## config.mk

```make
export PLATFORM = sky130hd
export DESIGN_NAME = id_ex_fwd_reg
export DESIGN_NICKNAME = d
export VERILOG_FILES = /design/src/rtl/id_ex_fwd_reg_pkg.sv /design/src/rtl/id_ex_fwd_reg_fwd_sel.sv /design/src/rtl/id_ex_fwd_reg.sv
export SDC_FILE = /design/constraint.sdc
export NUM_CORES = 1
export LEC_CHECK = 0
export ABC_AREA = 1
export CAP_MARGIN = 25
export CORE_ASPECT_RATIO = 1.1
export CORE_MARGIN = 2
export CORE_UTILIZATION = 40
export DETAILED_ROUTE_END_ITERATION = 10
export PLACE_DENSITY = 0.83
export SLEW_MARGIN = 20
export SYNTH_ARGS = -nofsm -noshare
export SYNTH_HDL_FRONTEND = slang
export SYNTH_SLANG_ARGS = --single-unit
```

## constraint.sdc

```tcl
create_clock -name clock -period 4 [get_ports clock]
set_input_delay 0.4 -clock clock [delete_from_list [all_inputs] [get_ports clock]]
set_output_delay 0.4 -clock clock [all_outputs]
set_load 0.02 [all_outputs]
```

## src/rtl/id_ex_fwd_reg_pkg.sv

```systemverilog
// Shared types for the ID/EX register: forward codes,
// control bundle and the producer-match helper.
package id_ex_fwd_reg_pkg;

  localparam int XLEN    = 32;
  localparam int RIDX    = 5;
  localparam int ALUOP_W = 2;

  typedef logic [1:0] fwd_t;

  localparam fwd_t FWD_NONE = 2'b00;
  localparam fwd_t FWD_MEM  = 2'b10;
  localparam fwd_t FWD_WB   = 2'b11;

  typedef struct packed {
    logic               reg_write;
    logic               mem_to_reg;
    logic               mem_read;
    logic               mem_write;
    logic               branch;
    logic               alu_src;
    logic [ALUOP_W-1:0] alu_op;
  } ctrl_t;

  // $0 is never a real producer
  function automatic logic prod_hit(
    input logic            we,
    input logic [RIDX-1:0] dst,
    input logic [RIDX-1:0] src
  );
    return we && (dst != '0) && (dst == src);
  endfunction

endpackage

```

## src/rtl/id_ex_fwd_reg_fwd_sel.sv

```systemverilog
// Forward select for one source register;
// the nearer producer (now in EX) wins.
module fwd_sel
  import id_ex_fwd_reg_pkg::*;
(
  input  logic [RIDX-1:0] src_i,
  input  logic            ex_we_i,
  input  logic [RIDX-1:0] ex_dst_i,
  input  logic            mem_we_i,
  input  logic [RIDX-1:0] mem_dst_i,
  output fwd_t            fwd_o
);

  always_comb begin
    fwd_o = FWD_NONE;
    if (prod_hit(ex_we_i, ex_dst_i, src_i)) begin
      fwd_o = FWD_MEM;
    end else if (prod_hit(mem_we_i, mem_dst_i, src_i)) begin
      fwd_o = FWD_WB;
    end
  end

endmodule

```

## src/rtl/id_ex_fwd_reg.sv

```systemverilog
// ID/EX pipeline register with early forward selects,
// WB bypass and load-use detection.
module id_ex_fwd_reg
  import id_ex_fwd_reg_pkg::*;
(
  input  logic               clock,
  input  logic               reset,
  input  logic               stall,
  input  logic               flush,
  input  logic [XLEN-1:0]    ID_ReadData1,
  input  logic [XLEN-1:0]    ID_ReadData2,
  input  logic [XLEN-1:0]    ID_SignExt,
  input  logic [RIDX-1:0]    ID_Rs,
  input  logic [RIDX-1:0]    ID_Rt,
  input  logic [RIDX-1:0]    ID_Rd,
  input  logic               ID_RegWrite,
  input  logic               ID_MemtoReg,
  input  logic               ID_MemRead,
  input  logic               ID_MemWrite,
  input  logic               ID_Branch,
  input  logic               ID_RegDst,
  input  logic               ID_ALUSrc,
  input  logic [ALUOP_W-1:0] ID_ALUOp,
  input  logic               MEM_RegWrite,
  input  logic [RIDX-1:0]    MEM_WriteReg,
  input  logic               WB_RegWrite,
  input  logic [RIDX-1:0]    WB_WriteReg,
  input  logic [XLEN-1:0]    WB_WriteData,
  output logic [XLEN-1:0]    EX_ReadData1,
  output logic [XLEN-1:0]    EX_ReadData2,
  output logic [XLEN-1:0]    EX_SignExt,
  output logic               EX_RegWrite,
  output logic               EX_MemtoReg,
  output logic               EX_MemRead,
  output logic               EX_MemWrite,
  output logic               EX_Branch,
  output logic               EX_ALUSrc,
  output logic [ALUOP_W-1:0] EX_ALUOp,
  output logic [RIDX-1:0]    EX_WriteReg,
  output logic [1:0]         EX_ForwardA,
  output logic [1:0]         EX_ForwardB,
  output logic               load_use_hazard
);

  ctrl_t           ctrl_q, ctrl_d, id_ctrl;
  logic [RIDX-1:0] wreg_q, wreg_d, id_wreg;
  logic [XLEN-1:0] rd1_q, rd1_d;
  logic [XLEN-1:0] rd2_q, rd2_d;
  logic [XLEN-1:0] imm_q, imm_d;
  fwd_t            fa_q, fa_d;
  fwd_t            fb_q, fb_d;
  fwd_t            fa_raw, fb_raw;
  logic            b_is_imm;
  logic [XLEN-1:0] id_rd1, id_rd2;

  assign id_ctrl = '{
    reg_write:  ID_RegWrite,
    mem_to_reg: ID_MemtoReg,
    mem_read:   ID_MemRead,
    mem_write:  ID_MemWrite,
    branch:     ID_Branch,
    alu_src:    ID_ALUSrc,
    alu_op:     ID_ALUOp
  };

  assign id_wreg  = ID_RegDst ? ID_Rd : ID_Rt;
  assign b_is_imm = ID_ALUSrc && !ID_MemWrite;

  assign load_use_hazard =
    ctrl_q.mem_read && (wreg_q != '0) &&
    ((wreg_q == ID_Rs) ||
     ((wreg_q == ID_Rt) && !b_is_imm));

  fwd_sel u_sel_a (
    .src_i     (ID_Rs),
    .ex_we_i   (ctrl_q.reg_write),
    .ex_dst_i  (wreg_q),
    .mem_we_i  (MEM_RegWrite),
    .mem_dst_i (MEM_WriteReg),
    .fwd_o     (fa_raw)
  );

  fwd_sel u_sel_b (
    .src_i     (ID_Rt),
    .ex_we_i   (ctrl_q.reg_write),
    .ex_dst_i  (wreg_q),
    .mem_we_i  (MEM_RegWrite),
    .mem_dst_i (MEM_WriteReg),
    .fwd_o     (fb_raw)
  );

  // register file reads miss the same-cycle WB write
  assign id_rd1 = prod_hit(WB_RegWrite, WB_WriteReg, ID_Rs)
                ? WB_WriteData : ID_ReadData1;
  assign id_rd2 = prod_hit(WB_RegWrite, WB_WriteReg, ID_Rt)
                ? WB_WriteData : ID_ReadData2;

  always_comb begin
    ctrl_d = ctrl_q;
    wreg_d = wreg_q;
    rd1_d  = rd1_q;
    rd2_d  = rd2_q;
    imm_d  = imm_q;
    fa_d   = fa_q;
    fb_d   = fb_q;
    if (stall) begin
      ctrl_d = ctrl_q;
    end else if (flush || load_use_hazard) begin
      ctrl_d = '0;
      wreg_d = '0;
      rd1_d  = '0;
      rd2_d  = '0;
      imm_d  = '0;
      fa_d   = FWD_NONE;
      fb_d   = FWD_NONE;
    end else begin
      ctrl_d = id_ctrl;
      wreg_d = id_wreg;
      rd1_d  = id_rd1;
      rd2_d  = id_rd2;
      imm_d  = ID_SignExt;
      fa_d   = fa_raw;
      fb_d   = b_is_imm ? FWD_NONE : fb_raw;
    end
  end

  always_ff @(posedge clock or posedge reset) begin
    if (reset) begin
      ctrl_q <= '0;
      wreg_q <= '0;
      rd1_q  <= '0;
      rd2_q  <= '0;
      imm_q  <= '0;
      fa_q   <= FWD_NONE;
      fb_q   <= FWD_NONE;
    end else begin
      ctrl_q <= ctrl_d;
      wreg_q <= wreg_d;
      rd1_q  <= rd1_d;
      rd2_q  <= rd2_d;
      imm_q  <= imm_d;
      fa_q   <= fa_d;
      fb_q   <= fb_d;
    end
  end

  assign EX_ReadData1 = rd1_q;
  assign EX_ReadData2 = rd2_q;
  assign EX_SignExt   = imm_q;
  assign EX_RegWrite  = ctrl_q.reg_write;
  assign EX_MemtoReg  = ctrl_q.mem_to_reg;
  assign EX_MemRead   = ctrl_q.mem_read;
  assign EX_MemWrite  = ctrl_q.mem_write;
  assign EX_Branch    = ctrl_q.branch;
  assign EX_ALUSrc    = ctrl_q.alu_src;
  assign EX_ALUOp     = ctrl_q.alu_op;
  assign EX_WriteReg  = wreg_q;
  assign EX_ForwardA  = fa_q;
  assign EX_ForwardB  = fb_q;

endmodule
```

==> run metrics, run 1 <==
outcome=finished clean; placed inst area=~9300 sq um; setup slack after layout=between 1 and 1.5 ns; post-synthesis adder-cell area fraction=0%; grt ovf=0; later-pin clock latency in the skew report=0.41 ns; reg2reg start=EX_WriteReg[1]; Core Area=15,700 sq um; largest net degree at the start of global routing=80; Tightest Hold Check Type=input pin to async pin; CP Capture Type=output port; CTS sink count=approximately 110; final instance area=9960 sq um; vias per cell=between 4 and 5; Synth Area per Inst=around 6.5 sq um; synthesized flop and latch total=113; Synth Area in Compound Gates=under 10%; Yosys warnings=0; reg2reg setup slack=roughly 1.7 ns; Reg clk slew, reported paths=roughly 0.050 ns; GRT Total Usage=around a quarter; post-synth top area share=between 40% and 50%; post-CTS setup buffer count=0; via count=6,839; ANT cells=0; GR peak layer=met2; crit-path cells=clkdlybuf4s50_1 > inv_1 > nand2_1 > nand2_1 > nor2_1 > nand4_1 > nand2_1 > nand2_1 > inv_1 > clkdlybuf4s50_1; Initial Utilization=around two fifths; Fmax achieved=~0.37 GHz; die area=~17,000 sq um; initial antenna violation count=0; met1 GRT Util=~30%; TNS Setup=0 ns; met2 usage=around 43%; antenna-violating nets left=0; GR Util met3=roughly 8%; worst vdd ir=between 0.0002 and 0.0003 V; Synth area leaders=dfrtp_1 (44%), nand2_1 (27%), inv_1 (7.0%), nor2_1 (6.9%), nand3_1 (2.9%); # resized after CTS=0; Clock Tree Root=clkbuf_16; CP Launch Type=input pin; post-synthesis mux area share=0%; top cell family by delay on the critical path=buffers and inverters; RD Place Congestion=0.936; Seq/Total Area, Yosys=44.0%; Net Count, Synth=between 1,000 and 1,500; fin crit period=between 2 and 3 ns; Crit path buffers/inverters=4; Simple-Gate Fraction of Synth Area=roughly 37%; Pleak=between 5 and 6 nW; First DRT Iteration DRCs=430; CTS tree=built; vias in the first global route=6,610; Worst path slowest cell=clkdlybuf4s50_1; cell count after synthesis=about 990; worst hold margin=around 0.47 ns; largest family of logic cells by synthesized area=simple AND/OR/NAND/NOR gates; Power Dens Cells=approximately 370 nW/um^2; CP arrival=~2.3 ns; CTS buffer count=17; distinct cell type count after synthesis=22; dpl hpwl=about 15,000 microns; Max Slew Vio Count=0; area grow syn2layout=54.9%; Bufs on Longest Clock Path=2; share of layout cells above drive strength 1=slightly below 4%; most common cell after layout, fill and taps aside=nand2_1; top cell type by total area after synthesis=dfrtp_1; # hold bufs at CTS=0; Post-Route WL=about 22,000 microns; H-tree levels=4; floorplan row count=48; first-pass GRT wire length=around 34,000 microns; die height=approximately 140 microns; final hold vios=0; maximum fanout along the worst path=4; # setup viols final=0; input/output buffers=281; Slew @ Worst Pin=approximately 0.84 ns; RSZ-0062 raised after global routing=false; number of I/O pins=282; Post-Place Setup Slack=1.15 ns; Final Power=approximately 3.7 mW; Die Wd=125 microns; max cap viols=0; CP max stage delay=just over 0.6 ns; Crit path top cell by count=nand2_1; XOR/XNOR share of the synthesized area=under 10%; drt first pass iters=5; cell area after synthesis=between 6000 and 7000 sq um; max_slew headroom=44.1%; critical path class=input pin to output port; Worst EP required=between 3 and 4 ns; most frequent cells in the layout=nand2_1 (458), clkdlybuf4s50_1 (280), inv_1 (118), nor2_1 (118), dfrtp_1 (113); fin nets=1,412; DRC=0; Tcrit/Tclk final=between 60% and 70%; Worst Skew=0.00845 ns; drt wl/cell=approximately 15 microns; worst setup path startpoint=ID_Rs[2]
[cell usage after synthesis]
master / count
a21oi_1: 5
a21oi_2: 1
and2_0: 1
buf_2: 13
buf_4: 2
buf_6: 7
clkbuf_1: 30
dfrtp_1: 113
inv_1: 120
inv_2: 1
nand2_1: 458
nand3_1: 37
nand3b_1: 1
nand4_1: 3
nor2_1: 118
nor2_2: 1
nor3_1: 1
nor3_2: 1
o21ai_0: 23
o21ai_1: 30
xnor2_1: 9
xor2_1: 11
[final timing paths]
path	cells after the start	end
setup / recovery	10	load_use_hazard
hold / removal	2	EX_SignExt[10]
setup reg to reg	9	EX_ReadData1[21]
hold reg to reg	2	EX_ReadData1[17]
max in group asynchronous	3	EX_ReadData1[21]
min in group clock	2	EX_ReadData1[17]
[cell families (layout without fill, tap and decap cells)]
logic type	Yosys count	in the layout
buffers and inverters	173	443
AND/OR/NAND/NOR	621	621
flip-flops	113	113
AO/OA/AOI/OAI	59	59
XOR/XNOR	20	20
[through the flow]
stage	cells	utilization (%)
2_1_floorplan	986	-
3_3_place_gp	1425	59.4
3_5_place_dp	1425	59.4
4_1_cts	1456	63.3
5_1_grt	1456	63.3
6_report	1456	63.3
[registers in the layout, summed over array words and instances, names as in the netlist, 2 cells and up]
signal and flops:
EX_ReadData2 32, EX_ALUOp 2, EX_ReadData1 32, EX_WriteReg 5, EX_ForwardB 2, EX_ForwardA 2, EX_SignExt 32
[area by class of cell]
| class | count | area [sq um] |
|---|---|---|
| fillers | 1442 | 5780 |
| inverters | 121 | 457 |
| clock inverters | 10 | 133 |
| flip-flops and latches | 113 | 2830 |
| repair buffers | 291 | 2910 |
| multi-input cells | 700 | 2900 |
| well taps | 200 | 250 |
| clock buffers | 21 | 480 |
[where the power goes]
part	internal, mW	total (mW)	switching [mW]	leakage [nW]
clock network	1.04	1.57	0.538	0.297
registers	1.24	1.30	0.0600	1.48
logic	0.402	0.839	0.437	3.49
[per-layer routing]
metal | vias to the layer above | part of all wire, %
met4 | 0 | 1.2
met3 | 23 | 8.7
li1 | 3435 | -
met1 | 3119 | 42
met2 | 262 | 48
met5 | - | 0
Power figures use the tool's default switching activity.
==> run 2, diff against run 1 <==
- CORE_UTILIZATION: 40 -> 39
- PLACE_DENSITY: 0.83 -> 0.84
- clock period: 4 -> 2.5 ns (I/O delays scaled with it)
==> run 2 against run 1 <==
Effect of this change: non-clock buffer count rose by 4; core utilization fell by 1.3 points; cell count rose by 0.41%; first-iteration DRC count fell by 8.6%; global-route usage fell by 0.36 points; routed wire length fell by 1.1%; flip-flop and latch count did not move; combinational power rose by 61%; clock skew fell by 0.0013 ns; worst hold slack got worse by 0.15 ns; clock-buffer cell count rose by 2; largest cell class unchanged; highest routed layer unchanged.
==> run metrics, run 2 (synthesis gave the netlist of run 1 again) <==
GR peak layer=met2; # setup viols final=0 (unchanged); max_slew headroom=55.2% (+11 points); drt first pass iters=5 (unchanged); GRT Total Usage=24.5% (-0.36 points); Net Sw Frac=27.2% (-0.66 points); maximum fanout along the worst path=6 (+2); Tightest Hold Check Type=input pin to async pin; sequential power share=35.2% (+0.3 points); largest net degree at the start of global routing=152 (+90%); met2 usage=40.4% (-2.5 points); DRC=0 (unchanged); grt ovf=0 (unchanged); vias per cell=4.69 (-0.16%); antenna-violating nets left=0 (unchanged); Pleak=5.33 nW (+1.2%); fin crit period=2.01 ns; H-tree levels=4 (unchanged); Worst Skew=0.00719 ns (-0.00126 ns); most common cell after layout, fill and taps aside=nand2_1; met1 GRT Util=29.7% (-0.23 points); CP arrival=1.76 ns (-0.57 ns); worst hold margin=0.322 ns (-0.146 ns); Core Area=16,200 sq um (+3.3%); Pint=4.29 mW (+60%); Worst EP required=2.25 ns (-1.35 ns); input/output buffers=281 (unchanged); Initial Utilization=39.6% (-1.3 points); later-pin clock latency in the skew report=0.41 ns (about the same); ANT cells=0 (unchanged); CTS buffer count=17 (unchanged); worst vdd ir=0.000461 V (+80%); TNS Setup=0 ns (unchanged); number of I/O pins=282 (unchanged); Final Core Density=62.0% (-1.3 points); die area=17,500 sq um (+2.5%); setup slack after layout=0.488 ns (-0.780 ns); Post-Route WL=21,300 microns (-1.1%); area grow syn2layout=56.6%; Clock Tree Root=clkbuf_16; Clk pwr share=41.8% (-0.7 points); reg2reg setup slack=0.70 ns (-1.04 ns); Slew @ Worst Pin=0.672 ns (-0.165 ns); share of layout cells above drive strength 1=4.29% (+0.39 points); via count=6,856 (+0.25%); Reg clk slew, reported paths=0.05 ns (about the same); vias in the first global route=6,880 (+4.1%); Combinational Power Share=23.0% (+0.4 points); dpl hpwl=14,700 microns (-2.3%); Post-Place Setup Slack=0.140 ns (-1.01 ns); first-pass GRT wire length=34,700 microns (+2.6%); initial antenna violation count=0 (unchanged); critical path class=register to output port; final hold vios=0 (unchanged); Power Dens Cells=586 nW/um^2 (+57%); die height=139 microns (+1.2%); CP Capture Type=output port; First DRT Iteration DRCs=393 (-8.6%); fin nets=1,416 (+0.28%); RSZ-0062 raised after global routing=false; max cap viols=0 (unchanged); Fmax achieved=between 0.4 and 0.5 GHz; CTS sink count=113 (unchanged); outcome=finished clean; switching pwr=1.61 mW (+55%); most frequent cells in the layout=nand2_1 (458), clkdlybuf4s50_1 (279), inv_1 (118), nor2_1 (118), dfrtp_1 (108); RD Place Congestion=0.884 (-5.6%); floorplan row count=49 (+2.1%); CP Launch Type=register; Max Slew Vio Count=0 (unchanged); Die Wd=126 microns (+1.2%); GR Util met3=8.45% (+0.47 points); drt wl/cell=14.6 microns (-1.5%); Tcrit/Tclk final=a little over 80%; Bufs on Longest Clock Path=2 (unchanged); CTS tree=built
==> run 2: changes by cell type in the layout (fill, tap and decap cells not counted) <==
cell and change:
buf_12 +7, dfrtp_1 -5, dfrtp_2 +5, buf_4 -3, clkbuf_1 +2, clkinvlp_4 -2
clkdlybuf4s50_1 -1, clkinv_2 -1, dlymetal6s2s_1 +1, inv_4 -1
==> run 2: path summary, 6_finish.rpt <==
path | startpoint | to | depth (start not counted)
max | EX_WriteReg[4] | load_use_hazard | 8
min | reset | EX_ForwardB[1] | 3
max reg2reg | EX_WriteReg[1] | EX_ReadData1[19] | 9
min reg2reg | EX_ReadData1[3] | EX_ReadData1[3] | 2
max in group asynchronous | reset | EX_WriteReg[0] | 3
min in group clock | ID_SignExt[20] | EX_SignExt[20] | 3
==> run 2: worst max-delay path, stage by stage (launching register included) <==
cell and delay (ns):
dfrtp_2 0.45, nor2_1 0.11, nor2_1 0.05, nor2_1 0.12, nand4_1 0.12, nand2_1 0.15
nand2_1 0.09, inv_1 0.05, dlymetal6s2s_1 0.21
==> run 2: area by class of cell <==
class | instances | area (sq um)
tap | 204 | 255
clock buffer | 23 | 488
multi-input combinational | 700 | 2900
fill | 1442 | 6180
sequential | 113 | 2830
timing repair buffer | 295 | 3030
clock inverter | 6 | 105
inverter | 121 | 458
==> run 2: stage by stage <==
stage / std cells / power [mW] / area, sq um
after floorplan: 986 / 2.71 / 6430
after global placement: 1433 / 3.45 / 9470
after detailed placement: 1433 / 3.46 / 9470
after CTS: 1462 / 5.96 / 10100
after global routing: 1462 / 6.19 / 10100
final: 1462 / 5.90 / 10100
==> run 2: timing repair <==
item                                    4_1_cts  5_1_grt
endpoints found under the setup margin        0        1
setup buffers                                 0        0
gates resized for setup                       0        6
hold buffers                                  0        0
==> run 2: metal layers <==
metal,vias up,wire [microns]
li1,3443,-
met5,-,0
met2,283,10000
met4,0,491
met3,37,1990
met1,3093,8760
==> run 2: power groups by stage <==
stage / Sequential [mW] / Combinational [mW] / Clock (mW)
3_3_place_gp: 2.10 / 1.35 / 0
5_1_grt: 2.09 / 1.48 / 2.61
4_1_cts: 2.07 / 1.37 / 2.52
6_report: 2.07 / 1.35 / 2.47
3_5_place_dp: 2.10 / 1.36 / 0
2_1_floorplan: 2.27 / 0.442 / 0
